--- src/rtl/uart_frame_parser.sv ---
// uart_frame_parser: delineates HDR0 HDR1 LEN CMD PAYLOAD[LEN] CHK frames from a
// UART byte stream, checks length and checksum, and publishes good frames
// through a double-buffered read port.
module uart_frame_parser #(
  parameter int unsigned CLK_FREQ   = 50,
  parameter int unsigned TIMEOUT_US = 1000,
  parameter int unsigned MAX_LEN    = 16,
  parameter logic [7:0]  HDR0       = 8'h55,
  parameter logic [7:0]  HDR1       = 8'hAA,
  localparam int unsigned AW        = (MAX_LEN > 1) ? $clog2(MAX_LEN) : 1
) (
  input  logic          clk,
  input  logic          rst_n,
  input  logic [7:0]    rx_data,
  input  logic          rx_data_valid,
  input  logic [AW-1:0] rd_addr,
  output logic [7:0]    rd_data,
  output logic [7:0]    frame_cmd,
  output logic [7:0]    frame_len,
  output logic          frame_done,
  output logic          frame_err,
  output logic [1:0]    err_code,
  output logic          busy
);

  localparam int unsigned TIMEOUT_CYC = CLK_FREQ * TIMEOUT_US;
  localparam int unsigned CW          = $clog2(TIMEOUT_CYC + 1);

  typedef enum logic [2:0] {
    S_HDR0,
    S_HDR1,
    S_LEN,
    S_CMD,
    S_DATA,
    S_CHK
  } state_t;

  state_t        state;
  state_t        state_nxt;
  logic          done_c;
  logic          err_c;
  logic [1:0]    code_c;
  logic          gap_hit_c;

  logic [7:0]    len;
  logic [7:0]    cmd;
  logic [7:0]    sum;
  logic [AW-1:0] idx;
  logic [CW-1:0] gap_cnt;
  logic [7:0]    work_buf [MAX_LEN];
  logic [7:0]    out_buf  [MAX_LEN];

  // Consumer view: only the published buffer is visible.
  assign rd_data = out_buf[rd_addr];

  // Inter-byte gap expires on this cycle unless a byte arrives.
  assign gap_hit_c = (state != S_HDR0) && (gap_cnt == CW'(TIMEOUT_CYC - 1));

  // State register.
  always_ff @(posedge clk or negedge rst_n) begin
    if (!rst_n) state <= S_HDR0;
    else        state <= state_nxt;
  end

  // Next-state decode plus completion/abort strobes.
  always_comb begin
    state_nxt = state;
    done_c    = 1'b0;
    err_c     = 1'b0;
    code_c    = 2'd0;
    if (rx_data_valid) begin
      unique case (state)
        S_HDR0: if (rx_data == HDR0) state_nxt = S_HDR1;
        S_HDR1: begin
          if (rx_data == HDR1)      state_nxt = S_LEN;
          else if (rx_data != HDR0) state_nxt = S_HDR0;
        end
        S_LEN: begin
          if (rx_data == 8'd0 || rx_data > 8'(MAX_LEN)) begin
            state_nxt = S_HDR0;
            err_c     = 1'b1;
            code_c    = 2'd1;
          end else begin
            state_nxt = S_CMD;
          end
        end
        S_CMD:  state_nxt = S_DATA;
        S_DATA: if (8'(idx) == len - 8'd1) state_nxt = S_CHK;
        S_CHK: begin
          state_nxt = S_HDR0;
          if (rx_data == sum) begin
            done_c = 1'b1;
          end else begin
            err_c  = 1'b1;
            code_c = 2'd2;
          end
        end
        default: state_nxt = S_HDR0;
      endcase
    end else if (gap_hit_c) begin
      state_nxt = S_HDR0;
      err_c     = 1'b1;
      code_c    = 2'd3;
    end
  end

  // Datapath: frame capture, gap counter, publication and registered outputs.
  always_ff @(posedge clk or negedge rst_n) begin
    if (!rst_n) begin
      len        <= '0;
      cmd        <= '0;
      sum        <= '0;
      idx        <= '0;
      gap_cnt    <= '0;
      frame_cmd  <= '0;
      frame_len  <= '0;
      frame_done <= 1'b0;
      frame_err  <= 1'b0;
      err_code   <= '0;
      busy       <= 1'b0;
      for (int i = 0; i < int'(MAX_LEN); i++) begin
        work_buf[i] <= '0;
        out_buf[i]  <= '0;
      end
    end else begin
      frame_done <= done_c;
      frame_err  <= err_c;
      busy       <= (state_nxt != S_HDR0);
      if (err_c) err_code <= code_c;

      if (rx_data_valid || state == S_HDR0 || gap_hit_c) gap_cnt <= '0;
      else                                                gap_cnt <= gap_cnt + CW'(1);

      if (rx_data_valid) begin
        unique case (state)
          S_LEN: begin
            len <= rx_data;
            sum <= rx_data;
            idx <= '0;
          end
          S_CMD: begin
            cmd <= rx_data;
            sum <= sum + rx_data;
          end
          S_DATA: begin
            work_buf[idx] <= rx_data;
            sum           <= sum + rx_data;
            idx           <= idx + AW'(1);
          end
          default: ;
        endcase
      end

      if (done_c) begin
        out_buf   <= work_buf;
        frame_cmd <= cmd;
        frame_len <= len;
      end
    end
  end

endmodule
--- config.mk ---
export PLATFORM = sky130hd
export DESIGN_NAME = uart_frame_parser
export DESIGN_NICKNAME = d
export VERILOG_FILES = /design/src/rtl/uart_frame_parser.sv
export SDC_FILE = /design/constraint.sdc
export NUM_CORES = 1
export LEC_CHECK = 0
export BUFFER_PORTS_ARGS = -buffer_cell sky130_fd_sc_hd__buf_2
export CORE_ASPECT_RATIO = 1.1
export CORE_MARGIN = 2
export CORE_UTILIZATION = 50
export CTS_CLUSTER_SIZE = 30
export DETAILED_ROUTE_END_ITERATION = 16
export PLACE_DENSITY = 0.66
export SLEW_MARGIN = 10
export SYNTH_ARGS = -nofsm -noshare
export SYNTH_HDL_FRONTEND = slang
export SYNTH_SLANG_ARGS = --single-unit
--- constraint.sdc ---
create_clock -name clk -period 2.3 [get_ports clk]
set_input_delay 0 -clock clk [delete_from_list [all_inputs] [get_ports clk]]
set_output_delay 0 -clock clk [all_outputs]
set_load 0.01 [all_outputs]
==> results of run 1 <==
-- cell usage after synthesis (6+ instances only) --
cell type | instances | share of area [%]
ha_1 | 13 | 1.2
o21ai_0 | 27 | 0.97
nor3_1 | 6 | 0.21
and3_1 | 6 | 0.27
nor2_1 | 35 | 0.94
nor2b_1 | 7 | 0.31
xnor2_1 | 19 | 1.2
clkbuf_1 | 41 | 1.1
mux2_2 | 132 | 11
buf_2 | 26 | 0.93
dfrtp_1 | 324 | 58
nand2_1 | 469 | 13
mux4_2 | 40 | 6.4
a31oi_1 | 6 | 0.27
nand3_1 | 15 | 0.54
xor2_1 | 9 | 0.56
inv_1 | 12 | 0.32
-- registers in the layout (all words and copies together) (netlist names), 4 cells and up --
| name | cells |
|---|---|
| gap_cnt | 16 |
| frame_cmd | 8 |
| idx | 4 |
| sum | 8 |
| work_buf | 128 |
| frame_len | 8 |
| out_buf | 128 |
| len | 8 |
| cmd | 8 |
-- through the flow --
stage	util [%]	power (µW)	hold slack (ns)	area (µm²)	worst slack, ns
finish	58.3	11600	0.0248	16100	0.141
CTS	58.3	11800	0.0160	16100	0.0552
global route	58.3	12000	0.0438	16100	0.0161
global placement	54.0	6170	0.0121	14900	0.101
floorplan	-	5940	-0.296	14000	0.182
detailed placement	54.0	6170	0.0105	14900	0.0676
-- layer usage --
metal / wire, µm / up-vias
met5: 0 / -
met4: 837 / 0
met3: 1210 / 55
met2: 14600 / 158
met1: 13500 / 4645
li1: - / 4304
-- how the worst max path moves through the flow --
stage                                    end          startpoint  slack, ns  depth (start not counted)
global route        frame_len[6]$_DFFE_PN0P_  sum[5]$_DFFE_PN0P_       0.02                          6
finish              frame_len[6]$_DFFE_PN0P_  sum[6]$_DFFE_PN0P_       0.14                          6
floorplan           frame_len[0]$_DFFE_PN0P_  sum[3]$_DFFE_PN0P_       0.18                          8
CTS                 out_buf[105]$_DFFE_PN0P_  sum[6]$_DFFE_PN0P_       0.06                          7
detailed placement  out_buf[105]$_DFFE_PN0P_  sum[6]$_DFFE_PN0P_       0.07                          7
global placement     out_buf[75]$_DFFE_PN0P_  sum[6]$_DFFE_PN0P_       0.10                          7
-- final cells by class --
type                    instances  area [µm²]  area share, %
well taps                     363         454           2.82
inverters                      13        53.8          0.334
clock buffers                  51        1060           6.57
flip-flops and latches        324        8110           50.3
clock inverters                 6        80.1          0.497
multi-input cells             846        5530           34.3
repair buffers                104         835           5.18
-- logic make-up (layout without fill, tap and decap cells) --
logic type | after synthesis | in the layout | synth area share (%)
compound gates | 55 | 55 | 2.39
fa+ha+maj | 14 | 14 | 1.31
buf+inv | 84 | 174 | 2.52
mux | 173 | 173 | 17.2
flops | 324 | 324 | 58.0
simple gates | 576 | 576 | 16.9
xor+xnor | 28 | 28 | 1.75
-- power groups by stage --
stage	registers [µW]	logic, µW	clock network, µW
2_1_floorplan	5810	126	0
3_3_place_gp	5810	361	0
3_5_place_dp	5810	364	0
4_1_cts	5700	370	5700
5_1_grt	5700	406	5940
6_report	5700	359	5580
-- worst min-delay path, stage by stage --
cell and delay [ns]:
buf_2 0.11, buf_4 0.21, nand2_1 0.09, a31oi_1 0.08
-- timing repair --
action                                  4_1_cts  5_1_grt
hold buffers                                  4        0
endpoints found under the hold margin       307        0
endpoints found under the setup margin        0      139
gates resized for setup                       0        3
==> metrics.md, run 1 <==
| Metric | Value |
|---|---|
| IO Count | `44` |
| RSZ-0062 raised after global routing | `false` |
| Worst Hold End | `sum[5]$_DFFE_PN0P_` |
| Core box area | `27,600 µm²` |
| Bufs on Longest Clock Path | `3` |
| CP required | `2.69 ns` |
| Most common library cell in the layout ignoring fill and taps | `nand2_1` |
| Endpoints failing hold | `0` |
| Initial Util | `50.6%` |
| Switching power share of the total | `21.0%` |
| Power density cells | `723 nW/µm²` |
| Crit Path Max Fanout | `18` |
| WL/cell | `17.6 µm` |
| Worst slew margin | `59.4%` |
| CTS Buf Count | `35` |
| Setup_tns | `0 ns` |
| Worst clock skew | `0.00965 ns` |
| Slew Viols, Final | `0` |
| FF-to-FF setup slack | `0.14 ns` |
| Vias in the first global route | `9,588` |
| Worst path arrival time | `2.55 ns` |
| Vias per cell | `5.37` |
| Synth Register Bits | `324` |
| FP Rows | `64` |
| Critical path's largest stage delay | `0.42 ns` |
| I/O Buffers | `43` |
| Die width | `163 µm` |
| Worst path top cell family by delay | `simple AND/OR/NAND/NOR gates` |
| Count of cell types in the netlist | `49` |
| Placed cells | `1,646` |
| Total of max-cap violations | `0` |
| Initial antenna violation count | `0` |
| Mapped Area | `14,000 µm²` |
| Asr flop ratio synth | `100%` |
| Min-Delay Startpoint | `rx_data[5]` |
| Total wire length | `30.1 mm` |
| Clock latency on the worst-skew pair | `0.51 ns` |
| Die Area | `29,300 µm²` |
| Area grow syn2layout | `15.3%` |
| Die height | `179 µm` |
| Net Switching | `2450 µW` |
| Setup violators final | `0` |
| Largest net degree at the start of global routing | `74` |
| GRT busiest layer | `met2` |
| Sink Count | `324` |
| CP Class | `reg2reg` |
| RR Startpoint | `sum[6]$_DFFE_PN0P_` |
| Final cell count without fillers | `1,707` |
| Fraction of layout cells with a size suffix above 1 | `24.7%` |
| Post-DP HPWL | `19.5 mm` |
| Sequential share of power | `49.0%` |
| Detail Route Antenna Nets | `0` |
| Pint | `9200 µW` |
| Final Wtd Congestion | `0.854` |
| EDFF count, synth | `0` |
| Worst Setup Start Kind | `flip-flop` |
| Slowest CP cell | `or3_4` |
| Synth Warn # | `0` |
| Hold Path Depth | `4` |
| CTS clk-pin slew, worst paths | `0.06 ns` |
| Met3 Track Usage GR | `3.25%` |
| VDD IR max | `0.491 mV` |
| Cells after Synth | `1,254` |
| Commonest non-fill, non-tap cells in the layout | `469 x nand2_1, 324 x dfrtp_1, 132 x mux2_2` |
| GRT met2 Usage | `36.3%` |
| Fin crit share | `93.9%` |
| Worst-path cell chain | `ha_1, nor3_1, nand3_1, or3_4, buf_4, mux2_2` |
| Clk root buf | `clkbuf_16` |
| Worst-Margin Slew | `0.609 ns` |
| Pre-antenna DRT Iters | `5` |
| Syn_area_per_cell | `11.1 µm²` |
| H-Tree Depth | `2` |
| FILL cells | `2,276` |
| Status | `finished clean` |
| Fmax | `463 MHz` |
| Lkg Pwr | `0.00844 µW` |
| R2R depth | `6` |
| Clock Power Share | `47.9%` |
| Congestion Overflow GR | `0` |
| Drt drc | `0` |
| RR Endpoint | `frame_len[6]$_DFFE_PN0P_` |
| Antenna cells | `0` |
| Worst Path Buf+Inv | `1` |
| Vias | `9,162` |
| Seq/Total Area, Yosys | `58.0%` |
| Nets | `1,353` |
| Met1 Usage GRT | `30.2%` |
| GRT Util Overall | `21.9%` |
| Crit path time final | `2.16 ns` |
| Syn nets | `1,283` |
| Post CTS Setup Buffer Count | `0` |
| Setup crit end kind | `flip-flop` |
| HP Class | `in2reg` |
| Most used DFF post-synth | `dfrtp_1` |
| First-pass GRT wire length | `50.4 mm` |
| CTS tree | `done` |
| Detailed Route Iter0 Violations | `601` |
| Comb pwr share | `3.1%` |
No activity file was read; power rests on OpenSTA's default activity.
==> run 2, diff against run 1 <==
==> constraint.sdc (replaced) <==
create_clock -name clk -period 2.3 [get_ports clk]
set_input_delay 0.23 -clock clk [delete_from_list [all_inputs] [get_ports clk]]
set_output_delay 0.23 -clock clk [all_outputs]
set_load 0.01 [all_outputs]
==> metrics.md, run 2 (synthesized netlist as in run 1, its figures left out) <==
| Metric | Value |
|---|---|
| Lkg Pwr | `0.00845 µW` |
| Final hold slack | `0.0701 ns` |
| Initial antenna violation count | `0` |
| First-pass GRT wire length | `49.6 mm` |
| Core box area | `27,600 µm²` |
| Status | `finished, violations left` |
| Crit path time final | `2.31 ns` |
| RSZ-0062 raised after global routing | `true` |
| Endpoints failing hold | `0` |
| Die height | `179 µm` |
| Congestion Overflow GR | `0` |
| Worst setup margin | `-0.00632 ns` |
| Fin area | `16,200 µm²` |
| Setup_tns | `-0.00632 ns` |
| GRT Util Overall | `21.4%` |
| Most common cell on crit path | `mux4_2` |
| FP Rows | `64` |
| Vias in the first global route | `9,365` |
| Pre-antenna DRT Iters | `6` |
| Clk root buf | `clkbuf_16` |
| Fmax | `434 MHz` |
| Util after Layout | `58.7%` |
| Bufs on Longest Clock Path | `3` |
| Worst Path Buf+Inv | `1` |
| CTS tree | `done` |
| Total of max-cap violations | `0` |
| Die width | `163 µm` |
| Slowest CP cell | `mux4_2` |
| Setup crit end kind | `output port` |
| Die Area | `29,300 µm²` |
| H-Tree Depth | `2` |
| CTS clk-pin slew, worst paths | `0.06 ns` |
| GRT met2 Usage | `35.9%` |
| HP Class | `in2reg` |
| Detailed Route Iter0 Violations | `712` |
| Critical path's largest stage delay | `0.54 ns` |
| Worst-Margin Slew | `0.625 ns` |
| DP Area | `14,900 µm²` |
| VDD IR max | `0.541 mV` |
| Worst clock skew | `0.0194 ns` |
| FILL cells | `2,291` |
| Clock latency on the worst-skew pair | `0.51 ns` |
| CP Class | `reg2out` |
| Worst path arrival time | `2.08 ns` |
| Slew Viols, Final | `0` |
| CTS Buf Count | `35` |
| Commonest non-fill, non-tap cells in the layout | `469 x nand2_1, 324 x dfrtp_1, 132 x mux2_2` |
| Crit Path Max Fanout | `2` |
| Initial Util | `50.6%` |
| Regs by FF count | `out_buf x128, work_buf x128, gap_cnt x16` |
| Antenna cells | `0` |
| Post-DP HPWL | `19.1 mm` |
| Worst-path cell chain | `mux4_2, mux4_2, buf_6` |
| Sink Count | `324` |
| Worst path top cell family by delay | `multiplexers` |
| Final Wtd Congestion | `0.848` |
| Failing checks | `negative setup slack` |
| Final cell count without fillers | `1,708` |
| Worst slew margin | `58.4%` |
| Met3 Track Usage GR | `3.50%` |
| Fraction of layout cells with a size suffix above 1 | `25.1%` |
| I/O Buffers | `43` |
| WL/cell | `17.5 µm` |
| GRT busiest layer | `met2` |
| Largest net degree at the start of global routing | `118` |
| Nets | `1,348` |
| Fin crit share | `100%` |
| Power density cells | `726 nW/µm²` |
| Total wire length | `29.9 mm` |
| Setup violators final | `1` |
| Most common library cell in the layout ignoring fill and taps | `nand2_1` |
| Placed cells | `1,636` |
| Detail Route Antenna Nets | `0` |
| Worst Setup Start Kind | `flip-flop` |
| Drt drc | `0` |
| IO Count | `44` |
| Vias per cell | `5.36` |
| Area grow syn2layout | `15.9%` |
| Vias | `9,161` |
| CP required | `2.07 ns` |
| Met1 Usage GRT | `29.6%` |
==> run 2: cell types whose count changed in the layout (fill, tap and decap cells not counted) <==
cell	change
dlygate4sd3_1	-3
ha_4	+1
nor3b_4	+1
clkinvlp_4	+2
clkbuf_1	-1
buf_4	-3
buf_2	-7
ha_1	-1
clkbuf_8	+6
buf_6	+8
nor3b_2	-1
bufinv_16	-1
==> run 2: final cells by class <==
class	instances	area [µm²]	share of cell area [%]
Sequential cell	324	8110	50.0
Clock inverter	7	65.1	0.402
Inverter	13	53.8	0.332
Timing Repair Buffer	99	837	5.17
Multi-Input combinational cell	846	5550	34.2
Tap cell	363	454	2.80
Clock buffer	56	1140	7.02
==> run 2: per-stage QoR <==
step | total power, µW | worst slack, ns
6_report | 11800 | -0.00632
5_1_grt | 12200 | -0.0429
4_1_cts | 11900 | -0.0316
3_5_place_dp | 6160 | 0.0115
3_3_place_gp | 6160 | 0.0726
2_1_floorplan | 5940 | 0.182
==> run 2: report_power, final <==
group | internal [µW] | switching, µW | leakage (µW)
clock | 3500 | 2210 | 0.000593
sequential | 5700 | 1.37 | 0.00450
combinational | 94.9 | 252 | 0.00336
total | 9300 | 2460 | 0.00845
==> run 2: worst reg2reg max path: stages, from the launching register on <==
cell     delay (ns)
dfrtp_1        0.38
ha_1           0.31
nor4_2         0.28
nand3_1        0.16
or3_4          0.49
buf_12         0.24
nand2_1        0.17
nand2_1        0.06
==> run 2: repair_timing <==
| item | CTS | global route |
|---|---|---|
| setup endpoints to repair | 36 | 187 |
| gates resized for setup | 8 | 7 |
| pin swaps | 1 | 2 |
| buffers inserted | 0 | 8 |
| hold endpoints to repair | 39 | 0 |
| hold buffers | 1 | 0 |
==> run 2: worst paths after layout <==
check,end,from,depth (start not counted),slack [ns]
max in group asynchronous,out_buf[103]$_DFFE_PN0P_,rst_n,3,1.24
worst min register to register,out_buf[11]$_DFFE_PN0P_,work_buf[11]$_DFFE_PN0P_,2,0.45
min in group asynchronous,work_buf[30]$_DFFE_PN0P_,rst_n,2,0.17
worst max register to register,out_buf[6]$_DFFE_PN0P_,sum[5]$_DFFE_PN0P_,7,0.08
worst max-delay path,rd_data[7],out_buf[39]$_DFFE_PN0P_,3,-0.006
worst min-delay path,len[1]$_DFFE_PN0P_,rx_data[1],3,0.07
==> run 2: routing by layer <==
metal  wire length, µm  vias to the layer above
met4               491                        0
li1                  -                     4295
met3              1170                       41
met2             14600                      169
met1             13600                     4656
met5                 0                        -
==> run 3, diff against run 2 <==
==> constraint.sdc (replaced) <==
create_clock -name clk -period 2.3 [get_ports clk]
set_input_delay 0.345 -clock clk [delete_from_list [all_inputs] [get_ports clk]]
set_output_delay 0.345 -clock clk [all_outputs]
set_load 0.01 [all_outputs]
==> metrics.md, run 3 (synthesized netlist as in run 1, its figures left out) <==
| Metric | Value |
|---|---|
| Setup violators final | `8` |
| Area grow syn2layout | `15.9%` |
| DP Area | `14,900 µm²` |
| VDD IR max | `0.468 mV` |
| FP Rows | `64` |
| Setup_tns | `-0.759 ns` |
| Crit path time final | `2.41 ns` |
| Die height | `179 µm` |
| CP Class | `reg2out` |
| Worst setup margin | `-0.112 ns` |
| Worst Setup Start Kind | `flip-flop` |
| WL/cell | `17.5 µm` |
| Initial antenna violation count | `0` |
| Vias | `9,162` |
| First-pass GRT wire length | `49.7 mm` |
| Worst clock skew | `0.0124 ns` |
| Fmax | `415 MHz` |
| Area of the multi-input gates | `5550 µm²` |
| Post-DP HPWL | `19.4 mm` |
| Detail Route Antenna Nets | `0` |
| Slew Viols, Final | `0` |
| Endpoints failing hold | `0` |
| Place WS | `-0.129 ns` |
| Failing checks | `negative setup slack` |
| Bufs on Longest Clock Path | `3` |
| Final cell count without fillers | `1,713` |
| Clock latency on the worst-skew pair | `0.51 ns` |
| I/O Buffers | `43` |
| IO Count | `44` |
| HP Class | `in2reg` |
| Clk root buf | `clkbuf_16` |
| Most common library cell in the layout ignoring fill and taps | `nand2_1` |
| Commonest non-fill, non-tap cells in the layout | `469 x nand2_1, 324 x dfrtp_1, 132 x mux2_2` |
| CTS tree | `done` |
| Largest net degree at the start of global routing | `102` |
| Drt drc | `0` |
| Vias per cell | `5.35` |
| CTS clk-pin slew, worst paths | `0.06 ns` |
| Status | `finished, violations left` |
| Worst-path cell chain | `mux4_2, mux4_2, buf_6` |
| Antenna cells | `0` |
| Regs by FF count | `out_buf x128, work_buf x128, gap_cnt x16` |
| Setup crit end kind | `output port` |
| Power density cells | `715 nW/µm²` |
| Lkg Pwr | `0.00846 µW` |
| Worst path top cell family by delay | `multiplexers` |
| Fin crit share | `105%` |
| Die width | `163 µm` |
| Final Wtd Congestion | `0.830` |
| Congestion Overflow GR | `0` |
| Crit Path Max Fanout | `2` |
| Critical path's largest stage delay | `0.52 ns` |
| CTS Buf Count | `35` |
| Pre-antenna DRT Iters | `5` |
| RSZ-0062 raised after global routing | `true` |
| Fin area | `16,200 µm²` |
| Detailed Route Iter0 Violations | `641` |
| Most common cell on crit path | `mux4_2` |
| Total of max-cap violations | `0` |
| Fraction of layout cells with a size suffix above 1 | `24.9%` |
| Core box area | `27,600 µm²` |
| GRT Util Overall | `21.5%` |
| Worst slew margin | `56.1%` |
| Placed cells | `1,642` |
| Vias in the first global route | `9,428` |
| Die Area | `29,300 µm²` |
| Total wire length | `30.0 mm` |
| Slowest CP cell | `mux4_2` |
| H-Tree Depth | `2` |
| Sink Count | `324` |
| Nets | `1,356` |
| FILL cells | `2,302` |
| Worst-Margin Slew | `0.658 ns` |
| Worst Path Buf+Inv | `1` |
| CP required | `1.96 ns` |
| Initial Util | `50.6%` |
| Worst path arrival time | `2.07 ns` |
| FF+latch area | `8110 µm²` |
==> run 3: cell count changes in the layout (fill, tap and decap cells not counted), moves of 2 or more <==
cell / delta
buf_4: +8
clkbuf_8: -8
clkbuf_1: +6
clkinvlp_4: -2
==> run 3: what timing repair did <==
| action | 4_1_cts | 5_1_grt |
|---|---|---|
| hold buffers | 1 | 0 |
| resized for setup | 9 | 4 |
| setup endpoints to repair | 26 | 149 |
| buffers inserted | 4 | 6 |
| endpoints found under the hold margin | 31 | 0 |
| pin swaps | 0 | 1 |
==> run 3: report_power, final <==
group          switching, µW  internal (µW)  total (µW)
logic                    253            103         356
registers               1.34           5700        5700
clock network           2160           3350        5510
==> run 3: layer usage <==
layer | vias to the layer above | track usage [%] | routed length [µm]
met5 | - | 0 | 0
met4 | 0 | 6.05 | 608
met3 | 48 | 3.18 | 954
met2 | 141 | 35.8 | 14600
met1 | 4656 | 29.9 | 13800
li1 | 4317 | - | -
==> run 3: through the flow <==
step | total power (µW) | utilization (%) | hold slack [ns]
2_1_floorplan | 5940 | - | 0.0494
4_1_cts | 11700 | 58.4 | 0.171
3_5_place_dp | 6170 | 54.0 | 0.247
6_report | 11600 | 58.6 | 0.198
5_1_grt | 12000 | 58.6 | 0.202
3_3_place_gp | 6170 | 54.0 | 0.252
==> run 3: worst register-to-register path, stage by stage (launching register included) <==
cell	delay (ns)
dfrtp_1	0.37
nand2b_1	0.22
nor3b_4	0.34
and2_0	0.40
nand3_2	0.33
mux2_2	0.38
==> run 3: path summary, 6_finish.rpt <==
path | end | start | depth (start not counted) | slack [ns]
worst min-delay path | sum[1]$_DFFE_PN0P_ | rx_data[1] | 3 | 0.20
worst max-delay path | rd_data[0] | out_buf[32]$_DFFE_PN0P_ | 3 | -0.11
worst min register to register | gap_cnt[0]$_DFF_PN0_ | gap_cnt[0]$_DFF_PN0_ | 1 | 0.45
worst max register to register | work_buf[24]$_DFFE_PN0P_ | state[1]$_DFF_PN0_ | 5 | 0.13
min in group asynchronous | work_buf[51]$_DFFE_PN0P_ | rst_n | 2 | 0.32
max in group asynchronous | out_buf[103]$_DFFE_PN0P_ | rst_n | 3 | 1.15
==> run 3: cell type report <==
| type | count | share of cell area (%) |
|---|---|---|
| sequential | 324 | 50.1 |
| multi-input combinational | 846 | 34.2 |
| clock buffer | 54 | 6.48 |
| timing repair buffer | 107 | 5.59 |
| tap | 363 | 2.80 |
| clock inverter | 6 | 0.494 |
| inverter | 13 | 0.332 |
